===== config.mk =====
export PLATFORM = sky130hd
export DESIGN_NAME = dram_req_queue_param
export DESIGN_NICKNAME = d
export VERILOG_FILES = /design/src/rtl/scpad_pkg.sv /design/src/rtl/dram_req_wdata_sel.sv /design/src/rtl/dram_req_queue_param.sv
export SDC_FILE = /design/constraint.sdc
export NUM_CORES = 2
export LEC_CHECK = 0
export BUFFER_PORTS_ARGS = -buffer_cell sky130_fd_sc_hd__clkbuf_2
export CORE_ASPECT_RATIO = 0.9
export CORE_MARGIN = 1
export CORE_UTILIZATION = 50
export CTS_BUF_LIST = sky130_fd_sc_hd__clkbuf_16
export DETAILED_ROUTE_END_ITERATION = 8
export PLACE_DENSITY = 0.76
export SLEW_MARGIN = 0
export SYNTH_ARGS = -nofsm -noshare
export SYNTH_HDL_FRONTEND = slang
export SYNTH_SLANG_ARGS = --single-unit

===== constraint.sdc =====
create_clock -name CLK -period 10.5 [get_ports CLK]
set_input_delay 2.1 -clock CLK [delete_from_list [all_inputs] [get_ports CLK]]
set_output_delay 2.1 -clock CLK [all_outputs]
set_load 0.1 [all_outputs]

===== src/rtl/scpad_pkg.sv =====
// scpad_pkg: shared types and defaults for the scratchpad DRAM request queue
//   DRAM_Q_*      default sizing of the queue and its fields
//   dram_q_entry_t queue entry layout at default field widths
package scpad_pkg;
    localparam int DRAM_Q_DEPTH    = 8;
    localparam int DRAM_Q_ADDR_W   = 32;
    localparam int DRAM_Q_DATA_W   = 128;
    localparam int DRAM_Q_ID_W     = 8;
    localparam int DRAM_Q_NBYTES_W = 5;
    localparam int DRAM_Q_SUB_W    = 3;

    typedef struct packed {
        logic                       valid;
        logic                       write;
        logic                       has_data;
        logic [DRAM_Q_ID_W-1:0]     id;
        logic [DRAM_Q_SUB_W-1:0]    sub_id;
        logic [DRAM_Q_SUB_W-1:0]    num_req;
        logic [DRAM_Q_ADDR_W-1:0]   addr;
        logic [DRAM_Q_NBYTES_W-1:0] num_bytes;
        logic [DRAM_Q_DATA_W-1:0]   wdata;
    } dram_q_entry_t;
endpackage


===== src/rtl/dram_req_wdata_sel.sv =====
// dram_req_wdata_sel: finds the oldest write still waiting for data
//   rptr_i  queue head index (oldest entry)
//   cand_i  per-entry flag: valid write without data
//   idx_o   index of the oldest flagged entry, searched from rptr_i
//   found_o any entry flagged
module dram_req_wdata_sel #(
    parameter int DEPTH = 8
) (
    input  logic [$clog2(DEPTH)-1:0] rptr_i,
    input  logic [DEPTH-1:0]         cand_i,
    output logic [$clog2(DEPTH)-1:0] idx_o,
    output logic                     found_o
);
    localparam int PW = $clog2(DEPTH);
    // Scan from youngest to oldest so the entry closest to rptr_i wins.
    always_comb begin
        found_o = 1'b0;
        idx_o   = '0;
        for (int i = DEPTH - 1; i >= 0; i--) begin
            if (cand_i[rptr_i + PW'(i)]) begin
                found_o = 1'b1;
                idx_o   = rptr_i + PW'(i);
            end
        end
    end
endmodule


===== src/rtl/dram_req_queue_param.sv =====
// dram_req_queue_param: in-order DRAM request queue between scratchpad scheduler and DRAM
//   enq_*            sub-request from the scheduler (enq_ready = !full)
//   wdata_valid/wdata SRAM data for the oldest write awaiting data
//   dram_req_*       head entry, valid once complete; dram_stall backpressure
//   burst_complete / transaction_complete / done_id  registered acceptance pulses
//   full / empty / count / wdata_err  status (wdata_err sticky until reset)
//   Macro DRAM_REQ_QUEUE_STATS_EN adds saturating stat_rd_cnt/stat_wr_cnt/stat_stall_cnt.
module dram_req_queue_param
    import scpad_pkg::*;
#(
    parameter int DEPTH    = DRAM_Q_DEPTH,
    parameter int ADDR_W   = DRAM_Q_ADDR_W,
    parameter int DATA_W   = DRAM_Q_DATA_W,
    parameter int ID_W     = DRAM_Q_ID_W,
    parameter int NBYTES_W = DRAM_Q_NBYTES_W,
    parameter int SUB_W    = DRAM_Q_SUB_W
) (
    input  logic                       CLK,
    input  logic                       nRST,
    input  logic                       enq_valid,
    output logic                       enq_ready,
    input  logic                       enq_write,
    input  logic [ID_W-1:0]            enq_id,
    input  logic [SUB_W-1:0]           enq_sub_id,
    input  logic [SUB_W-1:0]           enq_num_req,
    input  logic [ADDR_W-1:0]          enq_addr,
    input  logic [NBYTES_W-1:0]        enq_num_bytes,
    input  logic                       wdata_valid,
    input  logic [DATA_W-1:0]          wdata,
    input  logic                       dram_stall,
    output logic                       dram_req_valid,
    output logic                       dram_req_write,
    output logic [ID_W-1:0]            dram_req_id,
    output logic [ADDR_W-1:0]          dram_req_addr,
    output logic [NBYTES_W-1:0]        dram_req_num_bytes,
    output logic [DATA_W-1:0]          dram_req_wdata,
    output logic                       burst_complete,
    output logic                       transaction_complete,
    output logic [ID_W-1:0]            done_id,
    output logic                       full,
    output logic                       empty,
    output logic [$clog2(DEPTH+1)-1:0] count,
    output logic                       wdata_err
`ifdef DRAM_REQ_QUEUE_STATS_EN
    ,
    output logic [31:0]                stat_rd_cnt,
    output logic [31:0]                stat_wr_cnt,
    output logic [31:0]                stat_stall_cnt
`endif
);
    localparam int PW = $clog2(DEPTH);
    localparam int CW = $clog2(DEPTH + 1);

    typedef struct packed {
        logic                valid;
        logic                write;
        logic                has_data;
        logic [ID_W-1:0]     id;
        logic [SUB_W-1:0]    sub_id;
        logic [SUB_W-1:0]    num_req;
        logic [ADDR_W-1:0]   addr;
        logic [NBYTES_W-1:0] num_bytes;
        logic [DATA_W-1:0]   wdata;
    } entry_t;

    entry_t           q_q [DEPTH];
    entry_t           q_d [DEPTH];
    entry_t           head;
    logic [PW-1:0]    rptr_q, wptr_q, sel_idx;
    logic [CW-1:0]    count_q;
    logic [ID_W-1:0]  done_id_q;
    logic [DEPTH-1:0] cand;
    logic             err_q, burst_q, trans_q, sel_found;
    logic             enq, acc, fill_old, fill_new, drop;

    assign head      = q_q[rptr_q];
    assign full      = count_q == CW'(DEPTH);
    assign empty     = count_q == '0;
    assign enq_ready = !full;
    assign count     = count_q;
    assign wdata_err = err_q;

    assign dram_req_valid     = head.valid && head.has_data;
    assign dram_req_write     = head.write;
    assign dram_req_id        = head.id;
    assign dram_req_addr      = head.addr;
    assign dram_req_num_bytes = head.num_bytes;
    assign dram_req_wdata     = head.wdata;

    assign burst_complete       = burst_q;
    assign transaction_complete = trans_q;
    assign done_id              = done_id_q;

    assign enq = enq_valid && enq_ready;
    assign acc = dram_req_valid && !dram_stall;

    always_comb begin
        cand = '0;
        for (int i = 0; i < DEPTH; i++)
            cand[i] = q_q[i].valid && q_q[i].write && !q_q[i].has_data;
    end

    dram_req_wdata_sel #(.DEPTH(DEPTH)) u_sel (
        .rptr_i (rptr_q),
        .cand_i (cand),
        .idx_o  (sel_idx),
        .found_o(sel_found)
    );

    // A write entering this cycle takes the beat only if nothing older is waiting.
    assign fill_old = wdata_valid && sel_found;
    assign fill_new = wdata_valid && !sel_found && enq && enq_write;
    assign drop     = wdata_valid && !sel_found && !fill_new;

    always_comb begin
        q_d = q_q;
        if (acc)
            q_d[rptr_q].valid = 1'b0;
        if (fill_old) begin
            q_d[sel_idx].has_data = 1'b1;
            q_d[sel_idx].wdata    = wdata;
        end
        if (enq)
            q_d[wptr_q] = '{valid: 1'b1, write: enq_write, has_data: !enq_write || fill_new,
                            id: enq_id, sub_id: enq_sub_id, num_req: enq_num_req,
                            addr: enq_addr, num_bytes: enq_num_bytes,
                            wdata: fill_new ? wdata : '0};
    end

    always_ff @(posedge CLK or negedge nRST) begin
        if (!nRST) begin
            for (int i = 0; i < DEPTH; i++)
                q_q[i] <= '0;
            rptr_q    <= '0;
            wptr_q    <= '0;
            count_q   <= '0;
            err_q     <= 1'b0;
            burst_q   <= 1'b0;
            trans_q   <= 1'b0;
            done_id_q <= '0;
        end else begin
            q_q       <= q_d;
            rptr_q    <= rptr_q + PW'(acc);
            wptr_q    <= wptr_q + PW'(enq);
            count_q   <= count_q + CW'(enq) - CW'(acc);
            err_q     <= err_q || drop;
            burst_q   <= acc;
            trans_q   <= acc && head.sub_id == head.num_req;
            if (acc)
                done_id_q <= head.id;
        end
    end

`ifdef DRAM_REQ_QUEUE_STATS_EN
    logic [31:0] rd_q, wr_q, stall_q;
    assign stat_rd_cnt    = rd_q;
    assign stat_wr_cnt    = wr_q;
    assign stat_stall_cnt = stall_q;
    always_ff @(posedge CLK or negedge nRST) begin
        if (!nRST) begin
            rd_q    <= '0;
            wr_q    <= '0;
            stall_q <= '0;
        end else begin
            if (acc && !head.write && rd_q != '1)
                rd_q <= rd_q + 32'd1;
            if (acc && head.write && wr_q != '1)
                wr_q <= wr_q + 32'd1;
            if (dram_req_valid && dram_stall && stall_q != '1)
                stall_q <= stall_q + 32'd1;
        end
    end
`endif
endmodule


# Yosys cells after proc, flatten, opt, wreduce, memory -nomap -nowiden
# Cells that the tools add are included.
# Widths: inputs -> output; s select.
word_totals:
  register_bits: 1477
  input_bits: 185
  output_inout_bits: 193
classes:
  n_addsub: 11
  n_lt_le_gt_ge: 14
  eq_ne: 2
  mux: 51
  bitwise: 3
  n_reduce_logical: 44
ops:
  columns: ["cell", "n"]
  rows:
  - ["$bwmux 1456", 4]
  - ["$mux 1456", 3]
  - ["$demux 182 s3", 4]
  - ["$mux 182", 4]
  - ["$bmux 182 s3", 1]
  - ["$mux 128", 2]
  - ["$mux 180", 1]
  - ["$lt 3x4->1 const B", 8]
  - ["$logic_and 1x1->1", 28]
  - ["$bmux 1 s3", 8]
  - ["$mux 3", 8]
  - ["$mux 1", 16]
  - ["$logic_not 1->1", 13]
  - ["$add 3x3->3 const B", 4]
  - ["$ge 4x4->1 const B", 3]
  - ["$lt 4x1->1 const B", 3]
  - ["$not 3->4", 3]
  - ["$add 3x1->3", 2]
  - ["$add 3x2->3 const B", 2]
  - ["$add 4x1->4", 1]
  - ["$eq 4x4->1 const B", 1]
  - ["$logic_not 4->1", 1]
  - ["$sub 4x1->4", 1]
  - ["$add 3x1->3 const B", 1]
  - ["2 further kinds", 3]

# Longest topological paths before layout
logic_depth:
  word_depth: 22
  mapped_depth: 17
  depth_no_buf: 10

# Hierarchy
# From an unflattened synthesis, not the netlist that was laid out.
hier_totals:
  hier_cells: 4765
  area_unflattened_um2: 62396.1
modules_own_cells:
  columns: ["module", "instances", "cells_per_inst", "area_per_inst_um2"]
  rows:
  - ["dram_req_queue_param", 1, 4675, 61614.1]
  - ["dram_req_wdata_sel", 1, 90, 782.0]

# Worst setup path before layout
# OpenSTA, ideal clock, no wires.
synth_path:
  kind: "flip-flop to output port"
  start: "register rptr_q[1]"
  end: "output port dram_req_wdata[17]"
  t_arrival_ns: 3.376
  slack_ns: 5.024
  stages_incl_launch_ff: 10
  n_path_buf: 6
  cell_sequence: "dfrtp_1 -> buf_2 -> clkbuf_1 -> clkbuf_1 -> buf_1 -> clkbuf_1 -> clkbuf_1 -> mux4_2 -> nand2_1 -> nand2_1"
synth_between:
  elab_chain_cells: 4
synth_rtl:
  columns: ["element", "line_no", "source"]
  rows:
  - ["start: declaration", "dram_req_queue_param.sv:69", "logic [PW-1:0] rptr_q, wptr_q, sel_idx;"]
  - ["start signal: assignment", "dram_req_queue_param.sv:143", "rptr_q <= rptr_q + PW'(acc);"]
  - ["$not 3->4 (not written as such)", "dram_req_queue_param.sv:76", "assign head = q_q[rptr_q];"]
  - ["$bmux 182 s3", "dram_req_queue_param.sv:76", null]
  - ["$mux 182 (not written as such) (2 in series)", "dram_req_queue_param.sv:76", null]
  - ["end: declaration", "dram_req_queue_param.sv:36", "output logic [DATA_W-1:0] dram_req_wdata,"]
# Every way passes these cells. The select of a mux whose other input is x is not followed.

# Final worst setup path
layout_path:
  start: "register rptr_q[0]"
  end: "output port dram_req_wdata[54]"
# Same word-level chain as after synthesis.

==> impl_metrics.toml <==
[outcome]
status = "finished clean"

[cts]
postCtsHoldBufs = 0
cts_tree = "yes"
cts_setup_buffers = 0
cts_buffers = 156
path_clk_slew_ns = 0.06
cts_buffer_depth = 3
clock_sinks = 1477
post_cts_resized = 0
clock_latency_ns = 0.82
cts_htree_levels = 4
cts-root-buf = "clkbuf_16"

[layout]
drive_gt1_share_pct = 16.6
area_growth_pct = 9.08
layout.nets = 7117
layout_commonest_cell = "nand2_1"
register_area_um2 = 37000
multi_input_area_um2 = 31800
layout_common_cells = "1,772 x nand2_1, 1,474 x dfrtp_1, 776 x nand3_1"
num-fill-cells = 12100

[synthesis]
synth.area.top_cells = "dfrtp_1 50%, mux4_2 11%, nand2_1 9.0%"
ys.flop_type = "dfrtp_1"
yosys.area.top_type_share_pct = 50.1
synth_nets = 7332
yosys_register_bits = 1477
async_reset_ff_share_pct = 100
syn_avg_cell_area_um2 = 10.3
ys_warn_count = 0
yosysSeqAreaShare_pct = 50.1
yosys.area.top_type = "dfrtp_1"
syn_area_um2 = 73800
ys_types = 79
netlist_instances = 7130
synth_edf_count = 0

[critical_path]
critPathKind = "register to output pin"
max_stage_delay_ns = 0.93
cp-start-kind = "register"
path_cells = "buf_12, buf_4, buf_4, mux4_2, nand2_1, nand2_1, clkbuf_2"
crit_fanout = 108
crit_required_ns = 8.40
crit_arrival_ns = 5.29
crit_slowest_cell = "dfrtp_4"
cp-end-kind = "output pin"

[floorplan]
rows = 133
die_h_um = 366
ios = 378
die_w_um = 407
start_util_pct = 50.4
placeableCoreArea_um2 = 146000
die_area_um2 = 149000

[grt]
grt_start_max_net_pins = 191
grt_pass1_wl_mm = 378
grt_use_total_pct = 32.8
grt.overflow.total = 0
grt_antenna_before_repair = 52
grt_pass1_vias = 62200

[detailed_routing]
first_pass_iters = 6
wl_mm = 247
drtIter0Drc = 8558
wl_per_cell_um = 27.4
ant_nets = 0
vias = 61700
drc = 0
viasPerCell = 6.84

[timing]
finClkSkew_ns = 0.0346
fin_crit_ns = 7.39
grt_setup_unrepaired = "no"
maxSlewHeadroom_pct = 8.94
fmax_ghz = 0.135
hold_viol_final = 0
final-setup-viol-count = 0
setup_tns_ns = 0
slew_viol_final = 0
worst_slew_pin_slew_ns = 1.37
post-route-period-util_pct = 70.4

[placed_design]
place_congestion = 0.902
hpwl_mm = 126
portBuffers = 377

[run]
cap_violations = 0

[worst_hold_path]
hold_class = "register to register"
-- flip-flops by register name, summed over array words and instances (netlist names) --
signal                cells
q_q                    1456
done_id                   8
count                     4
rptr_q                    3
wptr_q                    3
burst_complete            1
transaction_complete      1
wdata_err                 1
-- worst paths after layout --
path                                     start                  end  slack, ns  depth (start not counted)
min reg2reg                wdata_err$_DFF_PN0_  wdata_err$_DFF_PN0_       0.47                          1
max reg2reg                rptr_q[0]$_DFF_PN0_   q_q[789]$_DFF_PN0_       3.21                         13
max                        rptr_q[0]$_DFF_PN0_   dram_req_wdata[54]       3.11                          7
max in group asynchronous                 nRST   q_q[846]$_DFF_PN0_       7.11                          3
min                        wdata_err$_DFF_PN0_  wdata_err$_DFF_PN0_       0.47                          1
min in group asynchronous                 nRST  q_q[1302]$_DFF_PN0_       1.23                          1
-- Yosys cell counts, types with 4 or more instances --
| library cell | n |
|---|---|
| o21ai_0 | 14 |
| nand3_1 | 779 |
| and2_1 | 6 |
| mux2_2 | 53 |
| nor4_1 | 130 |
| clkbuf_1 | 526 |
| xor2_1 | 5 |
| nand3b_1 | 8 |
| a311oi_1 | 5 |
| xnor2_1 | 9 |
| inv_1 | 399 |
| a21oi_1 | 12 |
| o22ai_1 | 4 |
| or2_2 | 4 |
| nor3_1 | 11 |
| nand2_1 | 1777 |
| a221o_1 | 130 |
| dfrtp_1 | 1477 |
| and3b_1 | 8 |
| a22o_1 | 512 |
| nor2_1 | 29 |
| mux2i_1 | 10 |
| a31oi_1 | 12 |
| nor4bb_1 | 5 |
| nand2b_1 | 5 |
| o211ai_1 | 8 |
| buf_6 | 13 |
| buf_4 | 61 |
| o221ai_1 | 389 |
| mux4_2 | 373 |
| ha_1 | 16 |
| nand4_1 | 8 |
| buf_1 | 54 |
| buf_2 | 198 |
| and4b_1 | 5 |
| o32ai_1 | 4 |
| o31ai_1 | 4 |
-- kinds of logic (layout without fill, tap and decap cells) --
family | count (synthesis) | count (layout) | share of synthesized area (%)
AOI/OAI and AO/OA | 1139 | 1139 | 13.6
xor gates and xnor gates | 14 | 14 | 0.166
adders and majority gates | 17 | 17 | 0.298
buffers and inverters | 1257 | 1163 | 7.17
DFF | 1477 | 1477 | 50.1
muxes | 437 | 437 | 12.3
other | 0 | 33 | 0
and+or+nand+nor | 2789 | 2789 | 16.3
-- cell type report --
class / instances / area share [%]
diodes: 33 / 0.103
clock buffers: 161 / 5.01
clock inverters: 118 / 0.917
inverters: 404 / 1.89
multi-input cells: 4396 / 39.6
flip-flops and latches: 1477 / 45.9
well taps: 1957 / 3.04
repair buffers: 480 / 3.54
-- routing by layer --
layer	vias up	routed length, µm	track usage, %
met4	40	12100	16.3
met1	31200	92300	43.5
met2	4441	112000	49.5
li1	25200	-	-
met5	-	277	0
met3	822	30100	9.30
-- stage by stage --
| stage | instances | hold WS, ns | util (%) | area (µm²) | setup slack (ns) |
|---|---|---|---|---|---|
| floorplan | 7130 | 0.441 | - | 73800 | 5.02 |
| global placement | 8714 | 0.452 | 51.7 | 75600 | 3.48 |
| detailed placement | 8714 | 0.457 | 51.7 | 75600 | 3.47 |
| CTS | 8993 | 0.471 | 55.0 | 80400 | 2.98 |
| global route | 9016 | 0.484 | 55.0 | 80500 | 2.82 |
| finish | 9026 | 0.468 | 55.0 | 80500 | 3.11 |
-- worst max-delay path, delay by kind of cell (launching register included) --
family	cells	cell delay, ns
buf+inv	4	2.61
flops	1	0.93
mux	1	0.59
simple gates	2	0.25
Power is not shown: default switching activity piles up to over one toggle a cycle in this logic, so the estimate is an artifact.
